==> src/rtl/kiwi_npu_pkg.sv <==
// Shared types and arithmetic helpers for the sequential NPU layer.
package kiwi_npu_pkg;

    typedef enum logic [1:0] {
        IDLE = 2'd0,
        BUSY = 2'd1,
        DONE = 2'd2
    } seq_state_e;

    // Working width for the rounding/saturation helper; wide enough for any
    // practical accumulator so one function serves every parameterisation.
    localparam int SAT_W = 64;

    // Products need 2*dw bits; summing n of them grows by clog2(n); one extra
    // bit absorbs the bias term.
    function automatic int acc_width(input int dw, input int n);
        return 2 * dw + $clog2(n) + 1;
    endfunction

    // Rescale a biased accumulator back to the Q format (floor), apply the
    // optional ReLU, then clamp to the signed dw-bit range.
    function automatic logic signed [SAT_W-1:0] sat_round(
        input logic signed [SAT_W-1:0] acc,
        input int                      frac,
        input int                      dw,
        input bit                      relu
    );
        logic signed [SAT_W-1:0] r;
        logic signed [SAT_W-1:0] hi;
        logic signed [SAT_W-1:0] lo;
        r  = acc >>> frac;
        if (relu && r < 0) r = '0;
        hi = (SAT_W'(1) <<< (dw - 1)) - 1;
        lo = -hi - 1;
        if (r > hi) r = hi;
        if (r < lo) r = lo;
        return r;
    endfunction

endpackage

==> src/rtl/kiwi_seq_layer_if.sv <==
// Handshake and data bus of one sequential fully-connected layer.
interface kiwi_seq_layer_if #(
    parameter int IN_N       = 4,
    parameter int OUT_N      = 4,
    parameter int DATA_WIDTH = 8
);
    logic                               in_valid;
    logic                               in_ready;
    logic [IN_N*DATA_WIDTH-1:0]         in_vec;
    logic [OUT_N*IN_N*DATA_WIDTH-1:0]   weights;
    logic [OUT_N*DATA_WIDTH-1:0]        biases;
    logic                               out_valid;
    logic                               out_ready;
    logic [OUT_N*DATA_WIDTH-1:0]        out_vec;
    logic                               busy;

    modport master (
        output in_valid, in_vec, weights, biases, out_ready,
        input  in_ready, out_valid, out_vec, busy
    );

    modport slave (
        input  in_valid, in_vec, weights, biases, out_ready,
        output in_ready, out_valid, out_vec, busy
    );
endinterface

==> src/rtl/kiwi_mac_lane.sv <==
// One shared MAC lane: signed multiply-accumulate plus the biased,
// rescaled, saturated result presented combinationally for the write cycle.
module kiwi_mac_lane
    import kiwi_npu_pkg::*;
#(
    parameter int DW        = 8,
    parameter int ACC_W     = 19,
    parameter int FRAC_BITS = 0,
    parameter int RELU_EN   = 1
) (
    input  logic                 clk,
    input  logic                 rst,
    input  logic                 clr,
    input  logic                 en,
    input  logic signed [DW-1:0] a,
    input  logic signed [DW-1:0] w,
    input  logic signed [DW-1:0] b,
    output logic signed [DW-1:0] res
);
    logic signed [ACC_W-1:0] acc;
    logic signed [ACC_W-1:0] bias_ext;
    logic signed [2*DW-1:0]  prod;

    assign prod     = a * w;
    // Bias is in the same Q format as the inputs; the product carries twice
    // the fractional bits, so the bias is aligned before adding.
    assign bias_ext = ACC_W'(b) <<< FRAC_BITS;
    assign res      = DW'(sat_round(SAT_W'(acc + bias_ext), FRAC_BITS, DW, RELU_EN != 0));

    // Accumulator: clear wins over accumulate.
    always_ff @(posedge clk or posedge rst) begin
        if (rst)      acc <= '0;
        else if (clr) acc <= '0;
        else if (en)  acc <= acc + ACC_W'(prod);
    end
endmodule

==> src/rtl/kiwi_seq_layer.sv <==
// Time-multiplexed fully-connected layer: LANES MAC lanes walk GROUPS output
// groups, IN_N MAC cycles plus one write cycle per group.
module kiwi_seq_layer
    import kiwi_npu_pkg::*;
#(
    parameter int IN_N       = 4,
    parameter int OUT_N      = 4,
    parameter int DATA_WIDTH = 8,
    parameter int FRAC_BITS  = 0,
    parameter int LANES      = 1,
    parameter int RELU_EN    = 1
) (
    input  logic            clk,
    input  logic            rst,
    kiwi_seq_layer_if.slave bus
);
    localparam int DW     = DATA_WIDTH;
    localparam int GROUPS = (OUT_N + LANES - 1) / LANES;
    localparam int ACC_W  = acc_width(DW, IN_N);
    localparam int IDX_W  = (IN_N > 1) ? $clog2(IN_N) : 1;
    localparam int GRP_W  = (GROUPS > 1) ? $clog2(GROUPS) : 1;

    seq_state_e state, state_nx;

    logic [IDX_W-1:0] idx;
    logic [GRP_W-1:0] grp;
    logic             wr_ph;     // BUSY sub-phase: 0 = MAC, 1 = WRITE
    logic             accept, mac_en, lane_clr, wr_en;
    logic             last_idx, last_grp;

    logic [IN_N-1:0][DW-1:0]            in_q;
    logic [OUT_N-1:0][DW-1:0]           out_q;
    logic [OUT_N-1:0][IN_N-1:0][DW-1:0] w_arr;
    logic [OUT_N-1:0][DW-1:0]           b_arr;
    logic [LANES-1:0][DW-1:0]           lane_w, lane_b, lane_r;

    assign w_arr    = bus.weights;
    assign b_arr    = bus.biases;
    assign last_idx = (idx == IDX_W'(IN_N - 1));
    assign last_grp = (grp == GRP_W'(GROUPS - 1));

    assign bus.in_ready  = (state == IDLE);
    assign bus.out_valid = (state == DONE);
    assign bus.busy      = (state == BUSY);
    assign bus.out_vec   = out_q;

    // State register.
    always_ff @(posedge clk or posedge rst) begin
        if (rst) state <= IDLE;
        else     state <= state_nx;
    end

    // Next state and per-cycle datapath controls.
    always_comb begin
        state_nx = state;
        accept   = 1'b0;
        mac_en   = 1'b0;
        lane_clr = 1'b0;
        wr_en    = 1'b0;
        case (state)
            IDLE: if (bus.in_valid) begin
                accept   = 1'b1;
                lane_clr = 1'b1;
                state_nx = BUSY;
            end
            BUSY: if (wr_ph) begin
                wr_en    = 1'b1;
                lane_clr = 1'b1;
                if (last_grp) state_nx = DONE;
            end else begin
                mac_en = 1'b1;
            end
            DONE: if (bus.out_ready) state_nx = IDLE;
            default: state_nx = IDLE;
        endcase
    end

    // Input capture and grp/idx sequencing.
    always_ff @(posedge clk or posedge rst) begin
        if (rst) begin
            in_q  <= '0;
            idx   <= '0;
            grp   <= '0;
            wr_ph <= 1'b0;
        end else if (accept) begin
            in_q  <= bus.in_vec;
            idx   <= '0;
            grp   <= '0;
            wr_ph <= 1'b0;
        end else if (mac_en) begin
            if (last_idx) wr_ph <= 1'b1;
            else          idx   <= idx + 1'b1;
        end else if (wr_en) begin
            wr_ph <= 1'b0;
            idx   <= '0;
            grp   <= last_grp ? '0 : grp + 1'b1;
        end
    end

    // Result register: output o belongs to lane o%LANES of group o/LANES, so
    // lanes past OUT_N in the last group have no destination at all.
    always_ff @(posedge clk or posedge rst) begin
        if (rst) begin
            out_q <= '0;
        end else if (wr_en) begin
            for (int o = 0; o < OUT_N; o++) begin
                if (grp == GRP_W'(o / LANES)) out_q[o] <= lane_r[o % LANES];
            end
        end
    end

    for (genvar l = 0; l < LANES; l++) begin : g_lane
        logic [GROUPS-1:0][DW-1:0] w_col, b_col;

        // Per-group operand candidates; rows past OUT_N feed zeros.
        for (genvar g = 0; g < GROUPS; g++) begin : g_grp
            if (g * LANES + l < OUT_N) begin : g_on
                assign w_col[g] = w_arr[g*LANES+l][idx];
                assign b_col[g] = b_arr[g*LANES+l];
            end else begin : g_off
                assign w_col[g] = '0;
                assign b_col[g] = '0;
            end
        end

        assign lane_w[l] = w_col[grp];
        assign lane_b[l] = b_col[grp];

        kiwi_mac_lane #(
            .DW       (DW),
            .ACC_W    (ACC_W),
            .FRAC_BITS(FRAC_BITS),
            .RELU_EN  (RELU_EN)
        ) u_lane (
            .clk(clk),
            .rst(rst),
            .clr(lane_clr),
            .en (mac_en),
            .a  (in_q[idx]),
            .w  (lane_w[l]),
            .b  (lane_b[l]),
            .res(lane_r[l])
        );
    end
endmodule
==> src/flat_wrapper.sv <==
// flat-port wrapper written by rule: the top's interface ports become plain ports
module kiwi_seq_layer_flat import kiwi_npu_pkg::*;
#(
    parameter int IN_N       = 4,
    parameter int OUT_N      = 4,
    parameter int DATA_WIDTH = 8,
    parameter int FRAC_BITS  = 0,
    parameter int LANES      = 1,
    parameter int RELU_EN    = 1
)
  (clk, rst, bus_in_valid, bus_in_vec, bus_weights, bus_biases, bus_out_ready, bus_in_ready, bus_out_valid, bus_out_vec, bus_busy);
  kiwi_seq_layer_if #(.IN_N(IN_N), .OUT_N(OUT_N), .DATA_WIDTH(DATA_WIDTH)) bus_i ();
  input  logic clk;
  input  logic rst;
  input wire logic [$bits(bus_i.in_valid)-1:0] bus_in_valid;
  input wire logic [$bits(bus_i.in_vec)-1:0] bus_in_vec;
  input wire logic [$bits(bus_i.weights)-1:0] bus_weights;
  input wire logic [$bits(bus_i.biases)-1:0] bus_biases;
  input wire logic [$bits(bus_i.out_ready)-1:0] bus_out_ready;
  output wire logic [$bits(bus_i.in_ready)-1:0] bus_in_ready;
  output wire logic [$bits(bus_i.out_valid)-1:0] bus_out_valid;
  output wire logic [$bits(bus_i.out_vec)-1:0] bus_out_vec;
  output wire logic [$bits(bus_i.busy)-1:0] bus_busy;
  assign bus_i.in_valid = bus_in_valid;
  assign bus_i.in_vec = bus_in_vec;
  assign bus_i.weights = bus_weights;
  assign bus_i.biases = bus_biases;
  assign bus_i.out_ready = bus_out_ready;
  assign bus_in_ready = bus_i.in_ready;
  assign bus_out_valid = bus_i.out_valid;
  assign bus_out_vec = bus_i.out_vec;
  assign bus_busy = bus_i.busy;
  kiwi_seq_layer #(.IN_N(IN_N), .OUT_N(OUT_N), .DATA_WIDTH(DATA_WIDTH), .FRAC_BITS(FRAC_BITS), .LANES(LANES), .RELU_EN(RELU_EN)) u_core (.clk(clk), .rst(rst), .bus(bus_i));
endmodule
==> config.mk <==
export PLATFORM = sky130hd
export DESIGN_NAME = kiwi_seq_layer_flat
export DESIGN_NICKNAME = d
export VERILOG_FILES = /design/src/rtl/kiwi_npu_pkg.sv /design/src/rtl/kiwi_seq_layer_if.sv /design/src/rtl/kiwi_mac_lane.sv /design/src/rtl/kiwi_seq_layer.sv /design/src/flat_wrapper.sv
export SDC_FILE = /design/constraint.sdc
export NUM_CORES = 1
export LEC_CHECK = 0
export CORE_MARGIN = 8
export CORE_UTILIZATION = 51
export DETAILED_ROUTE_END_ITERATION = 10
export PLACE_DENSITY = 0.94
export SLEW_MARGIN = 20
export SYNTH_ARGS = -nofsm -noshare
export SYNTH_HDL_FRONTEND = slang
export SYNTH_SLANG_ARGS = --single-unit
==> constraint.sdc <==
create_clock -name clk -period 9.1 [get_ports clk]
set_clock_uncertainty 0.15 [all_clocks]
set_input_delay 2.73 -clock clk [delete_from_list [all_inputs] [get_ports clk]]
set_output_delay 2.73 -clock clk [all_outputs]
set_load 0.02 [all_outputs]
* Word level (Yosys, flattened, before mapping) *
Index checks and enable logic that the tools add are counted.

operators by class
  equality and inequality tests = 13
  reduce and logical (&&, ||, !) cells = 13
  mux-type cells = 43
  multiply operators = 1
  $lt $le $gt $ge = 5
  add/subtract/negate cells = 4

operators with widths
  operator                                                                          number
  64-bit two-way mux                                                                2
  8-bit binary-select mux with 2-bit select                                         7
  64-bit by 8-bit greater-than comparator with 1-bit output, second input constant  1
  64-bit by 8-bit less-than comparator with 1-bit output, second input constant     1
  8-bit two-way mux                                                                 8
  19-bit two-way mux                                                                2
  2-bit two-way mux                                                                 12
  19-bit by 8-bit adder with 20-bit output                                          1
  20-bit by 1-bit less-than comparator with 1-bit output, second input constant     1
  19-bit by 16-bit adder with 19-bit output                                         1
  8-bit by 8-bit multiplier with 16-bit output                                      1
  2-bit AND reduction                                                               7
  1-bit two-way mux                                                                 10
  2-bit equality test, second input constant                                        4
  2-bit by 3-bit less-than comparator with 1-bit output, second input constant      2
  2-bit by 1-bit inequality test with 1-bit output, second input constant           3
  2-bit case mux with 3 select lines                                                1
  2-bit by 1-bit adder with 2-bit output, second input constant                     2
  2-bit by 1-bit equality test with 1-bit output, second input constant             2
  2-bit logical NOT                                                                 2
  2-bit inequality test, second input constant                                      2
  4-bit AND reduction                                                               1
  2-bit nonzero test                                                                2
  3-bit by 1-bit inequality test with 1-bit output, second input constant           1
  other kinds (3)                                                                   3

storage, ports and cells
  flip-flop bits (word level) = 90
  input bits = 196
  word-level logic and storage cells = 92
  output and inout bits = 35

* Logic depth before layout (Yosys ltp) *
  depth after elaboration = 9
  mapped depth = 24
  depth with buffers taken out = 22

* By module *
From an unflattened synthesis, not the netlist that was laid out.

second synthesis, totals
  cell total of the unflattened synthesis = 852
  area, all modules = 9,461.6 um2

by module, submodules not included
  module          times used  sequential area each (um2)  area each (um2)  cells each
  kiwi_mac_lane   1           475.5                       5,277.6          584
  kiwi_seq_layer  1           1,776.7                     4,184.0          268

* Worst setup path before layout *
Ideal clock, no wire load.

  kind = input-to-reg
  from = in bus_weights[56]
  to = reg u_core.g_lane[0].u_lane.acc[18]
  setup time = 128 ps
  arrival = 8,509 ps
  stages on the path = 19
  slack = 313 ps
  data required time = 8,822 ps
  path buffers = 0
  cells stage by stage = mux4_2 > mux4_2 > and2_1 > inv_1 > fa_1 > inv_1 > fa_1 > fa_1 > fa_1 > fa_1 > ha_1 > a21oi_1 > o21ai_0 > o41ai_2 > o21ai_0 > or4_1 > a31oi_1 > xnor2_1 > o21ai_0

on the way
  longest elaborated chain between the ends = 8

ends and longest elaborated chain
  element                                       RTL line               RTL
  from (decl)                                   flat_wrapper.sv:17     input wire logic [$bits(bus_i.weights)-1:0] bus_weights;
  8-bit binary-select mux with 2-bit select     kiwi_seq_layer.sv:118  assign w_col[g] = w_arr[g*LANES+l][idx];
  8-bit two-way mux (implied by the code)       kiwi_seq_layer.sv:118
  8-bit binary-select mux with 2-bit select     kiwi_seq_layer.sv:126  assign lane_w[l] = w_col[grp];
  8-bit two-way mux (implied by the code)       kiwi_seq_layer.sv:126
  8-bit by 8-bit multiplier with 16-bit output  kiwi_mac_lane.sv:24    assign prod = a * w;
  19-bit by 16-bit adder with 19-bit output     kiwi_mac_lane.sv:34    else if (en) acc <= acc + ACC_W'(prod);
  19-bit two-way mux                            kiwi_mac_lane.sv:34
  19-bit two-way mux                            kiwi_mac_lane.sv:33    else if (clr) acc <= '0;
  to (signal assigned)                          kiwi_mac_lane.sv:34
  to (decl)                                     kiwi_mac_lane.sv:20    logic signed [ACC_W-1:0] acc;

Every way passes these cells. The select of a mux whose other input is x is not followed.
A chain may end at the register's enable or synchronous reset.

* Worst setup path in the final report *
  from = in bus_weights[26]
  to = reg u_core.g_lane[0].u_lane.acc[18]

The elaborated chain is that of the path after synthesis.

==> qor.yml <==
worst_slew_pin_slew_ns: 1.01
arrival_ns: 8.93
crit_type: "in2reg"
port_buffers: 230
htree_levels: 3
cts_num_sinks: 90
clock.fmax_mhz: 113
post_cts_buffers: 0
clock-root-buffer: "clkbuf_16"
clockBufferDepth: 2
dieArea_um2: 22400
endpoint_kind: "register"
hold_viol_final: 0
io_pins: 231
clock_latency_ns: 0.35
drtIter0Drc: 532
relSlewSlack_pct: 32.8
synth_area_um2: 9110
yosysTopAreaCell: "dfrtp_1"
start_util_pct: 51.4
setup_slack_ns: 0.239
r2r_cells: 20
nNetsFinal: 1413
grt_pass1_wl_mm: 44.3
post-route-period-util_pct: 97.4
wire_per_inst_um: 21.1
pre_cts_ws_ns: -0.246
reg2reg_setup_slack_ns: 1.66
hold_depth: 2
finalSetupViolations: 0
syn_to_final_growth_pct: 32.4
synthCells: 830
synthArstFlopShare_pct: 100
cts_buffers: 9
yosys_warnings: 0
avgSynthCellArea_um2: 11.0
crit_required_ns: 9.17
grt_pass1_vias: 8536
die_w_um: 150
synth_nets: 1179
rows: 49
place_congestion: 0.888
vias: 7514
synth_cell_type_count: 65
min_to: "u_core.bus.out_vec[2]"
drc: 0
synth-seq-cells: 90
finalCriticalPeriod_ns: 8.86
crit_fanout: 8
postRouteWirelength_mm: 27.4
overflow: 0
synth.top_cell.area_share_pct: 24.7
drt_pass1_iterations: 5
r2r_end: "u_core.g_lane[0].u_lane.acc[18]"
vias_per_cell: 5.78
final_max_slew_viol_count: 0
hold_path.class: "reg2reg"
ant_nets: 0
synth_area_leaders: "dfrtp_1, fa_1, mux4_2"
synthFlopType: "dfrtp_1"
synth-edff-count: 0
cap_violations: 0
gr-usage-all-layers_pct: 25.3
antenna_found_initial: 1
synthTopCellsByCount: "inv_1, dfrtp_1, fa_1"
min_from: "u_core.bus.out_vec[2]"
status: "finished, final reports clean"
clkTransAtPathRegs_ns: 0.07
dpl.hpwl_mm: 22.9
timing.rr.start: "u_core.idx[0]"
core_um2: 17700
dieHeight_um: 150
grt_max_degree: 91
synth.most_common_cell: "inv_1"
cts_tree: "done"
critPathLaunchType: "input pin"
drive_gt1_share_pct: 14.2
fill_cells: 1149
crit_start: "bus_weights[26]"
synth_seq_area_share_pct: 24.7
## state kept, by name, indices dropped and copies added, names as in the netlist
register and cells:
u_core.wr_ph 1, u_core.in_q 32, u_core.state 2, u_core.bus.out_vec 32, u_core.g_lane.u_lane.acc 19, u_core.idx 2, u_core.grp 2
## repair_timing
item,in CTS,in global routing
endpoints found under the setup margin,0,3
hold buffers,0,0
resized for setup,0,3
## worst max-delay path, cell delays in order
cell and delay [ns]:
clkdlybuf4s50_1 0.46, mux4_2 0.50, mux4_2 0.57, and2_1 0.19, fa_1 0.47, inv_1 0.05, fa_1 0.48, inv_1 0.06
fa_1 0.57, fa_1 0.46, fa_1 0.48, ha_1 0.34, a21oi_2 0.16, o21ai_1 0.12, o41ai_2 0.36, o21ai_1 0.13
or4_1 0.41, a31oi_1 0.17, xnor2_1 0.13, o21ai_0 0.08
## how the worst max path moves through the flow
stage	to	slack, ns	cells after the start
final	u_core.g_lane[0].u_lane.acc[18]	0.24	20
after global routing	u_core.g_lane[0].u_lane.acc[17]	-0.02	21
after CTS	u_core.g_lane[0].u_lane.acc[18]	0.11	20
after detailed placement	u_core.g_lane[0].u_lane.acc[18]	-0.25	20
after global placement	u_core.g_lane[0].u_lane.acc[18]	-0.04	20
after floorplan	u_core.g_lane[0].u_lane.acc[18]	0.31	19
## routing by layer
layer | up-vias | wire length (um) | global-route usage [%]
met5 | - | 0 | 0
met4 | 0 | 1030 | 10.6
met3 | 84 | 2080 | 6.59
met2 | 361 | 14600 | 46.1
met1 | 3717 | 9690 | 27.3
li1 | 3352 | - | -
## cells in the final DEF, fill, tap and decap left out, types with 22 or more instances in the layout
master / instances
and2_1: 44
buf_4: 22
clkdlybuf4s50_1: 230
dfrtp_1: 89
fa_1: 85
ha_1: 68
inv_1: 100
mux2_2: 33
mux4_2: 55
nand2_1: 83
nor2_1: 37
o21ai_0: 44
## final cells by class
type                    instances  area [um^2]  share of cell area [%]
diodes                          1         2.50                  0.0207
clock buffers                   9          225                    1.87
flip-flops and latches         90         2250                    18.7
inverters                     101          380                    3.15
well taps                     229          287                    2.38
clock inverters                 7         68.8                   0.571
multi-input cells             609         6360                    52.8
repair buffers                253         2480                    20.6
## kinds of logic (layout without fill, tap and decap cells)
logic type      count (synthesis)  count (layout)  synth area share (%)
buf+inv                       131             370                  5.47
flops                          90              90                  24.7
simple gates                  202             202                  10.5
compound gates                137             137                  10.7
mux                            90              90                  18.0
other cells                     0               1                     0
fa+ha+maj                     153             153                  28.0
xor+xnor                       27              27                  2.60
## through the flow
stage / hold slack (ns) / std cells / util, % / cell area (um^2) / TNS [ns]
finish: 0.327 / 1299 / 68.1 / 12100 / 0
global placement: 0.313 / 1282 / 66.3 / 11800 / -0.0428
detailed placement: 0.320 / 1282 / 66.3 / 11800 / -0.397
CTS: 0.336 / 1298 / 68.0 / 12000 / 0
global route: 0.354 / 1299 / 68.1 / 12100 / -0.0196
floorplan: 0.325 / 830 / - / 9110 / 0
Power is not shown: default switching activity piles up to over one toggle a cycle in this logic, so the estimate is an artifact.
